<file path="config.mk">
export PLATFORM = sky130hd
export DESIGN_NAME = aliens_bus_ctrl
export DESIGN_NICKNAME = d
export VERILOG_FILES = /design/src/rtl/aliens_bus_pkg.sv /design/src/rtl/aliens_addr_decode.sv /design/src/rtl/aliens_bus_ctrl.sv
export SDC_FILE = /design/constraint.sdc
export NUM_CORES = 1
export LEC_CHECK = 0
export CAP_MARGIN = 25
export CORE_AREA = 2 2 39 41
export CTS_BUF_LIST = sky130_fd_sc_hd__clkbuf_16
export CTS_CLUSTER_SIZE = 16
export DETAILED_ROUTE_END_ITERATION = 8
export DIE_AREA = 0 0 41 43
export PLACE_DENSITY_LB_ADDON = 0.3
export SLEW_MARGIN = 10
export SYNTH_ARGS = -nofsm -noshare
export SYNTH_HDL_FRONTEND = slang
export SYNTH_SLANG_ARGS = --single-unit
</file>
<file path="constraint.sdc">
create_clock -name SYSCLK -period 1.3 [get_ports SYSCLK]
set_input_delay 0.13 -clock SYSCLK [delete_from_list [all_inputs] [get_ports SYSCLK]]
set_output_delay 0.13 -clock SYSCLK [all_outputs]
set_load 0.01 [all_outputs]
</file>
<file path="src/rtl/aliens_bus_pkg.sv">
// ---------------------------------------------------------------------------
// aliens_bus_pkg
// Purpose : Fixed memory map of the Aliens main CPU (Konami-2) bus.
//           All region constants are word addresses on ADRF3 = A[15:3],
//           so each byte range 0xLLLL-0xHHHH appears here as LLLL>>3 .. HHHH>>3.
// Contents: region_t (inclusive base/limit pair), one constant per decoded
//           region and the in_region() helper used by the decoder.
// ---------------------------------------------------------------------------
package aliens_bus_pkg;

    typedef struct packed {
        logic [12:0] base;
        logic [12:0] limit;
    } region_t;

    // Program ROM, 0x8000-0xFFFF
    localparam region_t ROM_REGION     = '{base: 13'h1000, limit: 13'h1FFF};
    // Banked ROM window, 0x2000-0x3FFF
    localparam region_t BANK_REGION    = '{base: 13'h0400, limit: 13'h07FF};
    // Bank-0 window shared by palette and work RAM, 0x0000-0x03FF
    localparam region_t BANK0_REGION   = '{base: 13'h0000, limit: 13'h007F};
    // Work RAM proper, 0x0400-0x1FFF
    localparam region_t WORK_REGION    = '{base: 13'h0080, limit: 13'h03FF};
    // I/O registers, 0x5F80-0x5F9F
    localparam region_t IO_REGION      = '{base: 13'h0BF0, limit: 13'h0BF3};
    // K051937 control registers, 0x7800-0x7807
    localparam region_t K051937_REGION = '{base: 13'h0F00, limit: 13'h0F00};
    // K051960 sprite RAM, 0x7C00-0x7FFF
    localparam region_t K051960_REGION = '{base: 13'h0F80, limit: 13'h0FFF};
    // Whole video-chip window, 0x4000-0x7FFF
    localparam region_t VID_REGION     = '{base: 13'h0800, limit: 13'h0FFF};

    function automatic logic in_region(input logic [12:0] adr, input region_t r);
        return (adr >= r.base) && (adr <= r.limit);
    endfunction

endpackage

</file>
<file path="src/rtl/aliens_addr_decode.sv">
// ---------------------------------------------------------------------------
// aliens_addr_decode
// Purpose : Purely combinational address decode for the Aliens main CPU bus.
// Inputs  : ADRF3 (A[15:3]), AS (active low), BK4 (palette/work bank-0 select),
//           INIT (suppresses selects), WOCO (work-RAM enable), RMRD (video ROM
//           read mode, hands the object window to the K052109).
// Outputs : PROG, BANK, WORK, CRAMCS, VRAMCS, OBJCS, IOCS (all active low),
//           fast_n (non-video cycle), vid_n (video-chip cycle needing a wait).
// ---------------------------------------------------------------------------
module aliens_addr_decode
    import aliens_bus_pkg::*;
(
    input  logic [12:0] ADRF3,
    input  logic        AS,
    input  logic        BK4,
    input  logic        INIT,
    input  logic        WOCO,
    input  logic        RMRD,
    output logic        PROG,
    output logic        BANK,
    output logic        WORK,
    output logic        CRAMCS,
    output logic        VRAMCS,
    output logic        OBJCS,
    output logic        IOCS,
    output logic        fast_n,
    output logic        vid_n
);

    logic cycle_on;
    logic hit_rom;
    logic hit_bank;
    logic hit_bank0;
    logic hit_work;
    logic hit_io;
    logic hit_obj;
    logic hit_vid;

    // Region hits are independent of AS/INIT; the select qualification is
    // applied afterwards so the region flags below can ignore INIT.
    always_comb begin
        hit_rom   = in_region(ADRF3, ROM_REGION);
        hit_bank  = in_region(ADRF3, BANK_REGION);
        hit_bank0 = in_region(ADRF3, BANK0_REGION);
        hit_work  = in_region(ADRF3, WORK_REGION);
        hit_io    = in_region(ADRF3, IO_REGION);
        hit_vid   = in_region(ADRF3, VID_REGION);
        // With RMRD set the K052109 owns the object window for ROM readback.
        hit_obj   = !RMRD && (in_region(ADRF3, K051937_REGION) ||
                              in_region(ADRF3, K051960_REGION));
    end

    // Active-low selects. VRAMCS takes whatever is left of the video window
    // once the I/O and object holes are carved out.
    always_comb begin
        cycle_on = !AS && !INIT;
        PROG     = !(cycle_on && hit_rom);
        BANK     = !(cycle_on && hit_bank);
        CRAMCS   = !(cycle_on && hit_bank0 && BK4);
        WORK     = !(cycle_on && WOCO && (hit_work || (hit_bank0 && !BK4)));
        IOCS     = !(cycle_on && hit_io);
        OBJCS    = !(cycle_on && hit_obj);
        VRAMCS   = !(cycle_on && hit_vid && !hit_io && !hit_obj);
    end

    // fast_n ignores INIT/WOCO on purpose: an unselected non-video access
    // must still be acknowledged or the CPU would hang. vid_n keys off the
    // qualified IOCS, so an I/O address under INIT is treated as video.
    always_comb begin
        fast_n = !(!AS && !hit_vid);
        vid_n  = !(!AS && hit_vid && IOCS);
    end

endmodule

</file>
<file path="src/rtl/aliens_bus_ctrl.sv">
// ---------------------------------------------------------------------------
// aliens_bus_ctrl
// Purpose : Aliens main CPU bus controller: address decode plus the DTAC
//           wait-state generator that aligns video-chip cycles to CKE/CKQ.
// Inputs  : SYSCLK, nRESET (async, active low), CK12_CE / NCK12_CE / CKQ_CE
//           (single-SYSCLK phase strobes), CKE, CKQ (CPU phase levels),
//           AS, ADRF3, BK4, INIT, WOCO, RMRD.
// Outputs : PROG, BANK, WORK, CRAMCS, VRAMCS, OBJCS, IOCS (active-low
//           selects) and DTAC (active-low data acknowledge).
// ---------------------------------------------------------------------------
module aliens_bus_ctrl
    import aliens_bus_pkg::*;
(
    input  logic        SYSCLK,
    input  logic        nRESET,
    input  logic        CK12_CE,
    input  logic        NCK12_CE,
    input  logic        CKQ_CE,
    input  logic        CKE,
    input  logic        CKQ,
    input  logic        AS,
    input  logic [12:0] ADRF3,
    input  logic        BK4,
    input  logic        INIT,
    input  logic        WOCO,
    input  logic        RMRD,
    output logic        PROG,
    output logic        BANK,
    output logic        WORK,
    output logic        CRAMCS,
    output logic        VRAMCS,
    output logic        OBJCS,
    output logic        IOCS,
    output logic        DTAC
);

    logic fast_n;
    logic vid_n;
    logic s1;
    logic s2;
    logic dtac_q;
    logic vrdy_n;
    logic d_next;

    aliens_addr_decode u_decode (
        .ADRF3  (ADRF3),
        .AS     (AS),
        .BK4    (BK4),
        .INIT   (INIT),
        .WOCO   (WOCO),
        .RMRD   (RMRD),
        .PROG   (PROG),
        .BANK   (BANK),
        .WORK   (WORK),
        .CRAMCS (CRAMCS),
        .VRAMCS (VRAMCS),
        .OBJCS  (OBJCS),
        .IOCS   (IOCS),
        .fast_n (fast_n),
        .vid_n  (vid_n)
    );

    // A video cycle is ready once s1 has seen it on a CKQ edge; the ack
    // may then drop only while both CPU phases are high. s2 low marks a
    // fast (non-video or I/O) cycle, which forces the ack unconditionally.
    always_comb begin
        vrdy_n = s1 | vid_n;
        d_next = s2 & (~(CKE & CKQ) | vrdy_n);
    end

    // The three handshake flops. Each advances only on its own phase
    // strobe, so coincident strobes all see the pre-edge values. AS high
    // clears everything so an aborted cycle leaves nothing behind.
    always_ff @(posedge SYSCLK or negedge nRESET) begin
        if (!nRESET) begin
            s1     <= 1'b1;
            s2     <= 1'b1;
            dtac_q <= 1'b1;
        end else if (AS) begin
            s1     <= 1'b1;
            s2     <= 1'b1;
            dtac_q <= 1'b1;
        end else begin
            if (CKQ_CE) begin
                s1 <= vid_n;
            end
            if (CK12_CE) begin
                s2 <= fast_n & IOCS;
            end
            if (NCK12_CE) begin
                dtac_q <= d_next;
            end
        end
    end

    // Gating with AS releases the ack in the same cycle the strobe rises.
    always_comb begin
        DTAC = dtac_q | AS;
    end

endmodule

</file>
After elaboration in Yosys (flattened, before gate mapping)
Index checks and enable logic that the tools add are counted.
- input port bits: 25
- output and inout bits: 8
- word-level logic and storage cells: 77
- register bits: 3
- bitwise logic cells: 7
- mux-type cells: 6
- magnitude comparators: 15
- reductions and logical operators: 46
- operators with widths (operator ; count):
    $ge 13x12->1 const B ; 4
    $le 13x12->1 const B ; 3
    $logic_and 1x1->1 ; 25
    $logic_not 1->1 ; 16
    $ge 13x1->1 const B ; 1
    $ge 13x11->1 const B ; 1
    $ge 13x13->1 const B ; 1
    $ge 13x8->1 const B ; 1
    $le 13x10->1 const B ; 1
    $le 13x11->1 const B ; 1
    $le 13x13->1 const B ; 1
    $le 13x7->1 const B ; 1
    $mux 1 ; 6
    $reduce_bool 2->1 ; 3
    $and 1x1->1 ; 3
    $or 1x1->1 ; 3
    $logic_or 1x1->1 ; 2
    $not 1->1 ; 1

Longest topological paths before layout
- depth after elaboration: 11
- mapped depth: 3
- mapped depth without buffers: 3

By module
From an unflattened synthesis, not the netlist that was laid out.
- cells, all modules: 36
- area, all modules: 300.3 um^2
- by module, submodules not included (module ; times used ; cells each ; sequential area each (um^2) ; area an instance (um^2)):
    aliens_addr_decode ; 1 ; 25 ; 0.0 ; 156.4
    aliens_bus_ctrl ; 1 ; 11 ; 78.8 ; 143.9

Worst setup path before layout
OpenSTA, ideal clock, no wires.
- kind: input to register
- from: input ADRF3[2]
- to: register s2
- setup slack: 134 ps
- required time: 1216 ps
- path buffers: 0
- cell stages on the path: 3
- arrival: 1082 ps
- setup time: 84 ps
- cells stage by stage: or2_1 -> or3_4 -> a311o_1
- longest elaborated chain between the ends: 8
- elaborated cells between the ends (all ways): 14
- classes of those cells: 4 x order compare; 2 x mux; 1 x bitwise; 7 x reduce/logical
- RTL lines (item ; line ; text):
    start, declared ; aliens_bus_ctrl.sv:22 ; input logic [12:0] ADRF3,
    $ge 13x12->1 or $le 13x12->1 (tied branches) ; aliens_bus_pkg.sv:34 ; return (adr >= r.base) && (adr <= r.limit);
    $logic_and 1x1->1 ; aliens_bus_pkg.sv:34 ;
    $logic_not 1->1 ; aliens_addr_decode.sv:70 ; fast_n = !(!AS && !hit_vid);
    $logic_and 1x1->1 ; aliens_addr_decode.sv:70 ;
    $logic_not 1->1 ; aliens_addr_decode.sv:70 ;
    $and 1x1->1 (*) ; aliens_bus_ctrl.sv:88 ; s2 <= fast_n & IOCS;
    $mux 1 (*) ; aliens_bus_ctrl.sv:87 ; if (CK12_CE) begin
    $mux 1 (*) ; aliens_bus_ctrl.sv:79 ; end else if (AS) begin
    end signal, assigned ; aliens_bus_ctrl.sv:88 ;
    end, declared ; aliens_bus_ctrl.sv:40 ; logic s2;
Every way passes the cells marked *; elsewhere a longest branch is shown, timed or not. The select of a mux whose other input is x is not followed.
A chain may end at the register's enable or synchronous reset.

Worst setup path in the final report
- from: input ADRF3[10]
- to: output VRAMCS
- longest elaborated chain between the ends: 7
- elaborated cells between the ends (all ways): 19
- classes of those cells: 7 x order compare; 12 x reduce/logical
- RTL lines (item ; line ; text):
    $ge 13x12->1 or $le 13x12->1 (tied branches) ; aliens_bus_pkg.sv:34 ;
    $logic_and 1x1->1 ; aliens_bus_pkg.sv:34 ;
    $logic_or 1x1->1 ; aliens_addr_decode.sv:49 ; hit_obj = !RMRD && (in_region(ADRF3, K051937_REGION) ||
    $logic_and 1x1->1 ; aliens_addr_decode.sv:49 ;
    $logic_not 1->1 ; aliens_addr_decode.sv:63 ; VRAMCS = !(cycle_on && hit_vid && !hit_io && !hit_obj);
    $logic_and 1x1->1 (*) ; aliens_addr_decode.sv:63 ;
    $logic_not 1->1 (*) ; aliens_addr_decode.sv:63 ;
    end, declared ; aliens_bus_ctrl.sv:31 ; output logic VRAMCS,
Every way passes the cells marked *; elsewhere a longest branch is shown, timed or not.

==> flow_metrics.env <==
export IMPL_outcome="finished clean"
export IMPL_clkSinkCount=3
export IMPL_track_usage_pct=18.4
export IMPL_cp_required_ps=1170
export IMPL_met2_usage_pct=27.8
export IMPL_clk_path_buf_depth=2
export IMPL_grt_pass1_vias=538
export IMPL_core_area_sq_um=1380
export IMPL_timing_final_crit_share_pct=96.8
export IMPL_dieArea_sq_um=1760
export IMPL_ys_seq_elements=3
export IMPL_critPathMaxFanout=5
export IMPL_final_common_cell="dlygate4sd2_1"
export IMPL_rows=14
export IMPL_overflow=0
export IMPL_finalSetupViolations=0
export IMPL_fmax_ghz=0.795
export IMPL_worstReg2RegStart="dtac_q$_DFFE_PN1P_"
export IMPL_firstDrtPassIters=3
export IMPL_route_detailed_drc=0
export IMPL_synth_cell_types=24
export IMPL_critPathArrivalTime_ps=1130
export IMPL_maxSlewViolCount=0
export IMPL_place_congestion=0.664
export IMPL_die_h_um=43
export IMPL_grt_max_degree=8
export IMPL_ant_nets=0
export IMPL_insertion_delay_ps=230
export IMPL_antenna_cells=0
export IMPL_grt_pass1_wl_um=2140
export IMPL_synth_avg_cell_area_sq_um=8.10
export IMPL_p_leak_nw=0.340
export IMPL_vias=493
export IMPL_layout_common_cells="dlygate4sd2_1 (10), clkdlybuf4s50_1 (8), buf_4 (8), clkbuf_2 (7), buf_2 (4)"
export IMPL_syn_area_sq_um=308
export IMPL_io_buffers=32
export IMPL_start_util_pct=22.2
export IMPL_ir_drop_v=0.000387
export IMPL_met1_usage_pct=17.6
export IMPL_drive_above_1_share_pct=48.8
export IMPL_placed_cell_area_sq_um=701
export IMPL_cp_end_kind="output port"
export IMPL_drt_wirelength_per_cell_um=12.9
export IMPL_totalWireLength_um=1290
export IMPL_cts_tree="built"
export IMPL_synth_seq_area_share_pct=25.6
export IMPL_maxCapViolCount=0
export IMPL_grt_busiest_layer="met2"
export IMPL_finClkSkew_ps=0.788
export IMPL_rsz0062_at_grt="false"
export IMPL_ios=33
export IMPL_root_buffer="clkbuf_16"
export IMPL_fin_area_sq_um=823
export IMPL_r2r_slack_ps=380
export IMPL_syn_nets=63
export IMPL_antenna_found_initial=0
export IMPL_grt_use_met3_pct=8.90
export IMPL_worst_slew_pin_slew_ps=247
export IMPL_drt_iter0_drc=4
export IMPL_p_per_area_nw_per_um2=909
export IMPL_post_route_util_pct=59.5
export IMPL_reg2reg_to="dtac_q$_DFFE_PN1P_"
export IMPL_path_clk_slew_ps=30
export IMPL_cts_buffers=3
export IMPL_r2r_cells=3
export IMPL_syn_inst=38
export IMPL_min_period_ps=1260
export IMPL_ctsHoldBuffers=0
export IMPL_vias_per_cell=4.93
export IMPL_hold_class="primary input to asynchronous set/reset pin"
export IMPL_hold_violations=0
export IMPL_h_tree_depth=1
export IMPL_max_slew_margin_rel_pct=83.6
export IMPL_start_kind="primary input"
export IMPL_synthToLayoutAreaGrowth_pct=167
export IMPL_dieWidth_um=41
export IMPL_yosysWarnings=0
export IMPL_critical_path_class="primary input to output port"
export IMPL_num_nets_final=110
## through the flow
step	worst slack, ps	hold WS, ps	setup TNS (ps)	power (mW)	cells
after global routing	0.883	318	0	0.789	100
final	42.1	298	0	0.749	100
after CTS	1.24	298	0	0.752	99
after detailed placement	-684	534	-4880	0.254	93
after floorplan	134	-17.8	0	0.140	38
after global placement	-675	526	-4780	0.253	93
## how the worst max path moves through the flow
stage	startpoint	endpoint	depth (start not counted)
after CTS	ADRF3[5]	VRAMCS	6
after detailed placement	ADRF3[2]	VRAMCS	5
after global placement	ADRF3[2]	VRAMCS	5
after floorplan	ADRF3[2]	s2$_DFFE_PN1P_	3
final	ADRF3[10]	VRAMCS	4
after global routing	ADRF3[6]	VRAMCS	5
## where the power goes
part,leakage [nW],switching (mW),internal [mW]
registers,0.0316,0.00248,0.104
logic,0.266,0.0643,0.0914
clock network,0.0423,0.0896,0.397
total,0.340,0.156,0.592
## Yosys cell counts, drive strengths merged
master	number	area share, %
dfstp	3	26
nand2	3	3.7
nor2b	3	6.1
nor3	3	4.9
nor4	3	6.1
or2	3	6.1
nand3	2	3.3
nand4	2	4.1
nor2	2	2.4
a2111o	1	3.7
a211oi	1	2.4
a21o	1	2.4
a311o	1	3.3
a31oi	1	2.0
a41oi	1	2.8
and3	1	2.0
and4b	1	3.3
inv	1	1.2
nand2b	1	2.0
nand3b	1	2.4
nand4bb	1	3.7
nor4b	1	2.8
or3	1	3.7
## flip-flops by register name (all words and copies together) (netlist names)
name and count:
s1 1, dtac_q 1, s2 1
## area by class of cell
type	count	area, sq um
Clock buffer	3	75.1
Clock inverter	1	3.75
Fill cell	136	561
Inverter	1	3.75
Multi-Input combinational cell	34	304
Sequential cell	3	78.8
Tap cell	16	20.0
Timing Repair Buffer	42	338
## critical path: stages
cell,delay [ps]
clkdlybuf4s15_2,250
and4b_1,250
a2111o_1,350
buf_2,140
## kinds of logic after synthesis
| family | count (synthesis) | synth area share [%] |
|---|---|---|
| compound gates | 6 | 16.7 |
| buf+inv | 1 | 1.22 |
| simple gates | 28 | 56.5 |
| flops | 3 | 25.6 |
## repair_timing
item,in CTS,in global routing
gates resized for setup,56,16
hold endpoints to repair,0,0
setup buffers,2,1
setup endpoints to repair,10,6
pin swaps,8,4
## metal layers
layer	vias to the layer above	wire length [um]
met5	-	0
met4	0	18
met3	2	169
met2	35	614
met1	214	490
li1	242	-
(Power assumes the default switching activity.)
==> edit 1: new RTL, config.mk and constraints unchanged <==
Make the reset (`nRESET`) synchronous in one clocked block. Comments in the files are not updated.
--- a/src/rtl/aliens_bus_ctrl.sv
+++ b/src/rtl/aliens_bus_ctrl.sv
@@ -71,7 +71,7 @@
     // The three handshake flops. Each advances only on its own phase
     // strobe, so coincident strobes all see the pre-edge values. AS high
     // clears everything so an aborted cycle leaves nothing behind.
-    always_ff @(posedge SYSCLK or negedge nRESET) begin
+    always_ff @(posedge SYSCLK) begin
         if (!nRESET) begin
             s1     <= 1'b1;
             s2     <= 1'b1;
Function: differs if nRESET is asserted again (counterexample within 4 cycles, from zero or initial values and one cycle with nRESET low); with nRESET held inactive, the same outputs for 10 cycles.
==> edit 1 against the original RTL <==
Setup slack lost 24 ps; final area grew 0.46%; critical path depth grew 1; sequential cell count is the same; wire length grew 2.6%; non-clock buffer count grew 5; synthesized area grew 2.4%; global-route usage shrank 1.6 points; total power shrank 0.82%; register-to-register slack gained 40 ps.
==> edit 1: results (changes against the original RTL) <==
status:
  status: "finished, final reports clean"  # unchanged
pwr:
  internal-power_uw: 591  # was 592 uW
  power_leakage_uw: 0.000369  # was 0.000340 uW
  vdd_drop_max_uv: 726  # was 387 uV
placement:
  place.gp.congestion: 0.663  # was 0.664
  post_dp_cell_area_sq_um: 753  # was 701 sq um
  dp.cells: 100  # was 93
logic_synthesis:
  synth_area_leaders: "dfxtp_1, o41ai_4, nand2_1"  # was dfstp_2, nor2b_1, nor4_1
  netlist_instances: 39  # was 38
  async_reset_ff_frac: 0  # was 1.00
  syn_nets: 64  # was 63
  ys_seq_area_frac: 0.190  # was 0.256
  synth_common_cells: "nand2_1, dfxtp_1, nor3_1"  # was dfstp_2, nand2_1, nor2b_1, nor3_1, nor4_1
detailed_routing:
  wl_met3_microns: 202  # was 169 microns
  met1_length_microns: 420  # was 490 microns
  route.met2.wl_microns: 694  # was 614 microns
  num_vias: 501  # was 493
  wl_per_cell_microns: 12.5  # was 12.9 microns
  first_iter_violations: 1  # was 4
grt:
  first_global_vias: 524  # was 538
  grt_max_degree: 5  # was 8
  grt_use_total: 0.168  # was 0.184
  grt_pass1_wl_microns: 2010  # was 2140 microns
worst_setup_path:
  crit_fanout: 2  # was 5
  cpPeakStageDelay_ps: 390  # was 350 ps
  r2r_start: "s1"  # was dtac_q
  rrSetupSlack_ps: 420  # was 380 ps
  crit_path_start: "AS"  # was ADRF3[10]
  worstPathArrival_ps: 1150  # was 1130 ps
  cpMaxStageDelayCell: "or4_1"  # was a2111o_1
  path_delay_family: "simple AND/OR/NAND/NOR gates"  # was buffers and inverters
final_layout:
  fin_nets: 116  # was 110
  drive_gt1_frac: 0.567  # was 0.488
  finalNonFillerCells: 106  # was 100
timing:
  slew_headroom: 0.763  # was 0.836
  worst_clock_skew_ps: 2.23  # was 0.788 ps
worst_hold_path:
  hold_class: "primary input to register"  # was primary input to async pin
[edit 1: worst min path at each step]
| stage | endpoint | slack [ps] | cells past startpoint |
|---|---|---|---|
| final | s1 | 290 | 4 |
| after global routing | s1 | 310 | 4 |
| after CTS | s1 | 390 | 4 |
| after detailed placement | s2 | 470 | 2 |
| after global placement | s2 | 460 | 2 |
| after floorplan | s1 | 250 | 2 |
[edit 1: power groups by stage]
stage / registers [uW] / clock network [uW] / logic (uW)
2_1_floorplan: 98.4 / 0 / 40.1
3_3_place_gp: 98.7 / 0 / 159
3_5_place_dp: 98.8 / 0 / 162
4_1_cts: 97.6 / 489 / 167
5_1_grt: 98.0 / 502 / 175
6_report: 97.6 / 483 / 162
[edit 1: layout make-up]
class                      count  area [sq um]
clock buffer                   3          75.1
inverter                       2          7.51
clock inverter                 1          3.75
timing repair buffer          47           358
fill                         140           557
tap                           16          20.0
sequential                     3          60.1
multi-input combinational     34           303
[edit 1: kinds of logic after synthesis]
logic type / count (synthesis) / synth area share
AND/OR/NAND/NOR: 29 / 0.579
AO/OA/AOI/OAI: 4 / 0.175
flip-flops: 3 / 0.190
buffers and inverters: 2 / 0.0238
multiplexers: 1 / 0.0317
[edit 1: what timing repair did]
item                                   4_1_cts  5_1_grt
cloned                                       0        0
endpoints found under the hold margin        0        0
setup buffers                                2        0
setup endpoints to repair                   11        7
resized for setup                           66       22
pin swaps                                   13        8
[edit 1: worst register-to-register path, cell delays in order, from the launching register on]
cell and delay (ps):
dfxtp_1 310, nor4_2 320, o221ai_2 120
[edit 1: layer usage]
metal / track usage / vias up
met4: 0.0800 / 0
met5: 0 / -
li1: - / 250
met1: 0.144 / 221
met3: 0.0681 / 2
met2: 0.303 / 28
==> edit 2: new RTL, same settings <==
Without the edit above. Put a register stage on the output `WORK`. The value now appears one clock later. The other outputs are not delayed to match.
--- a/src/rtl/aliens_bus_ctrl.sv
+++ b/src/rtl/aliens_bus_ctrl.sv
@@ -34,6 +34,8 @@
     output logic        DTAC
 );
 
+    logic WORK_d;
+
     logic fast_n;
     logic vid_n;
     logic s1;
@@ -51,7 +53,7 @@
         .RMRD   (RMRD),
         .PROG   (PROG),
         .BANK   (BANK),
-        .WORK   (WORK),
+        .WORK   (WORK_d),
         .CRAMCS (CRAMCS),
         .VRAMCS (VRAMCS),
         .OBJCS  (OBJCS),
@@ -98,5 +100,9 @@
         DTAC = dtac_q | AS;
     end
 
+    always_ff @(posedge SYSCLK) begin
+        WORK <= WORK_d;
+    end
+
 endmodule
 
Behaviour: not the same (Yosys sat finds a counterexample within 4 cycles, from zero or initial values and one cycle with nRESET low).
==> edit 2 against the original RTL <==
Hold slack worse by 38 ps; sequential cell count up 1; final area up 1.5%; synthesized area up 6.5%; critical path type unchanged; count of clock-buffer cells in the layout unchanged; total power up 5.0%; synthesized cell count up 2.6%; setup slack worse by 10 ps; critical path depth up 1; wire length up 4.7%; non-clock buffer count up 4; sequential power up 29%.
==> edit 2: results (changes against the original RTL) <==
status:
  status: "finished, final reports clean"  # unchanged
pwr:
  power_leakage_uw: 0.000356  # was 0.000340 uW
  pg_seq_uw: 137  # was 106 uW
  vdd_drop_max_uv: 772  # was 387 uV
  clkPwrFrac: 0.629  # was 0.650
worst_setup_path:
  path_delay_family: "compound AO/OA/AOI/OAI gates"  # was buffers and inverters
  crit_fanout: 2  # was 5
  r2r_start: "dtac_q"  # unchanged
  cpPeakStageDelay_ps: 380  # was 350 ps
detailed_routing:
  viasPerCell: 4.92  # was 4.93
  totalWireLength_microns: 1350  # was 1290 microns
  drt_first_pass_iters: 2  # was 3
  num_vias: 517  # was 493
logic_synthesis:
  synthXorXnorAreaFrac: 0  # unchanged
  avgSynthCellArea_sq_um: 8.41  # was 8.10 sq um
  syn_nets: 64  # was 63
  async_reset_ff_frac: 0.750  # was 1.00
  synth_compound_area_frac: 0.156  # was 0.167
  synth_area_leaders: "dfstp_2, dfxtp_1, nor2b_1"  # was dfstp_2, nor2b_1, nor4_1
  ys_seq_area_frac: 0.302  # was 0.256
  yosys_warnings: 0  # unchanged
grt:
  grt_use_total: 0.186  # was 0.184
  first_global_vias: 558  # was 538
  grt_pass1_wl_microns: 2150  # was 2140 microns
timing:
  worst_clock_skew_ps: 5.59  # was 0.788 ps
  hold_slack_ps: 260  # was 298 ps
  slew_headroom: 0.844  # was 0.836
worst_hold_path:
  hold_class: "primary input to register"  # was primary input to async pin
placement:
  dp.cells: 98  # was 93
  place.gp.congestion: 0.712  # was 0.664
final_layout:
  drive_gt1_frac: 0.528  # was 0.488
  fin_nets: 115  # was 110
## edit 2: cell count changes after synthesis
cell     change
dfxtp_1      +1
## edit 2: timing repair
item	in CTS	in global routing
pin swaps	8	11
gates cloned	0	0
setup buffers	4	0
gates resized for setup	50	21
setup endpoints to repair	9	5
## edit 2: cell type report
| type | count | area (sq um) |
|---|---|---|
| fillers | 126 | 548 |
| repair buffers | 46 | 345 |
| multi-input cells | 34 | 289 |
| flip-flops and latches | 4 | 98.8 |
| clock buffers | 3 | 75.1 |
| well taps | 16 | 20.0 |
| clock inverters | 1 | 3.75 |
| inverters | 1 | 3.75 |
## edit 2: how the worst max path moves through the flow
stage,slack [ps],cells after the start,to,start
final,30,5,VRAMCS,INIT
after global routing,10,5,VRAMCS,INIT
after CTS,-20,5,VRAMCS,AS
after detailed placement,-680,5,VRAMCS,ADRF3[2]
after global placement,-620,5,VRAMCS,ADRF3[2]
after floorplan,130,3,s2,ADRF3[2]
## edit 2: metal layers
metal | up-vias | track usage | share of wire | routed length, microns
met1 | 222 | 0.172 | 0.35 | 480
met3 | 6 | 0.0681 | 0.11 | 148
li1 | 257 | - | - | -
met5 | - | 0 | 0 | 0
met2 | 32 | 0.309 | 0.49 | 665
met4 | 0 | 0.133 | 0.044 | 59
## edit 2: worst reg2reg max path, delay by kind of cell, from the launching register on
kind,cells,cell delay [ps]
simple gates,1,120
flops,1,510
compound gates,2,210
## edit 2: per-stage QoR
stage	TNS, ps	setup WS [ps]	cell area [sq um]	power, uW
2_1_floorplan	0	134	328	171
3_3_place_gp	-4270	-622	751	293
3_5_place_dp	-4450	-677	751	294
4_1_cts	-23.0	-23.0	875	795
5_1_grt	0	14.5	836	814
6_report	0	32.0	836	786
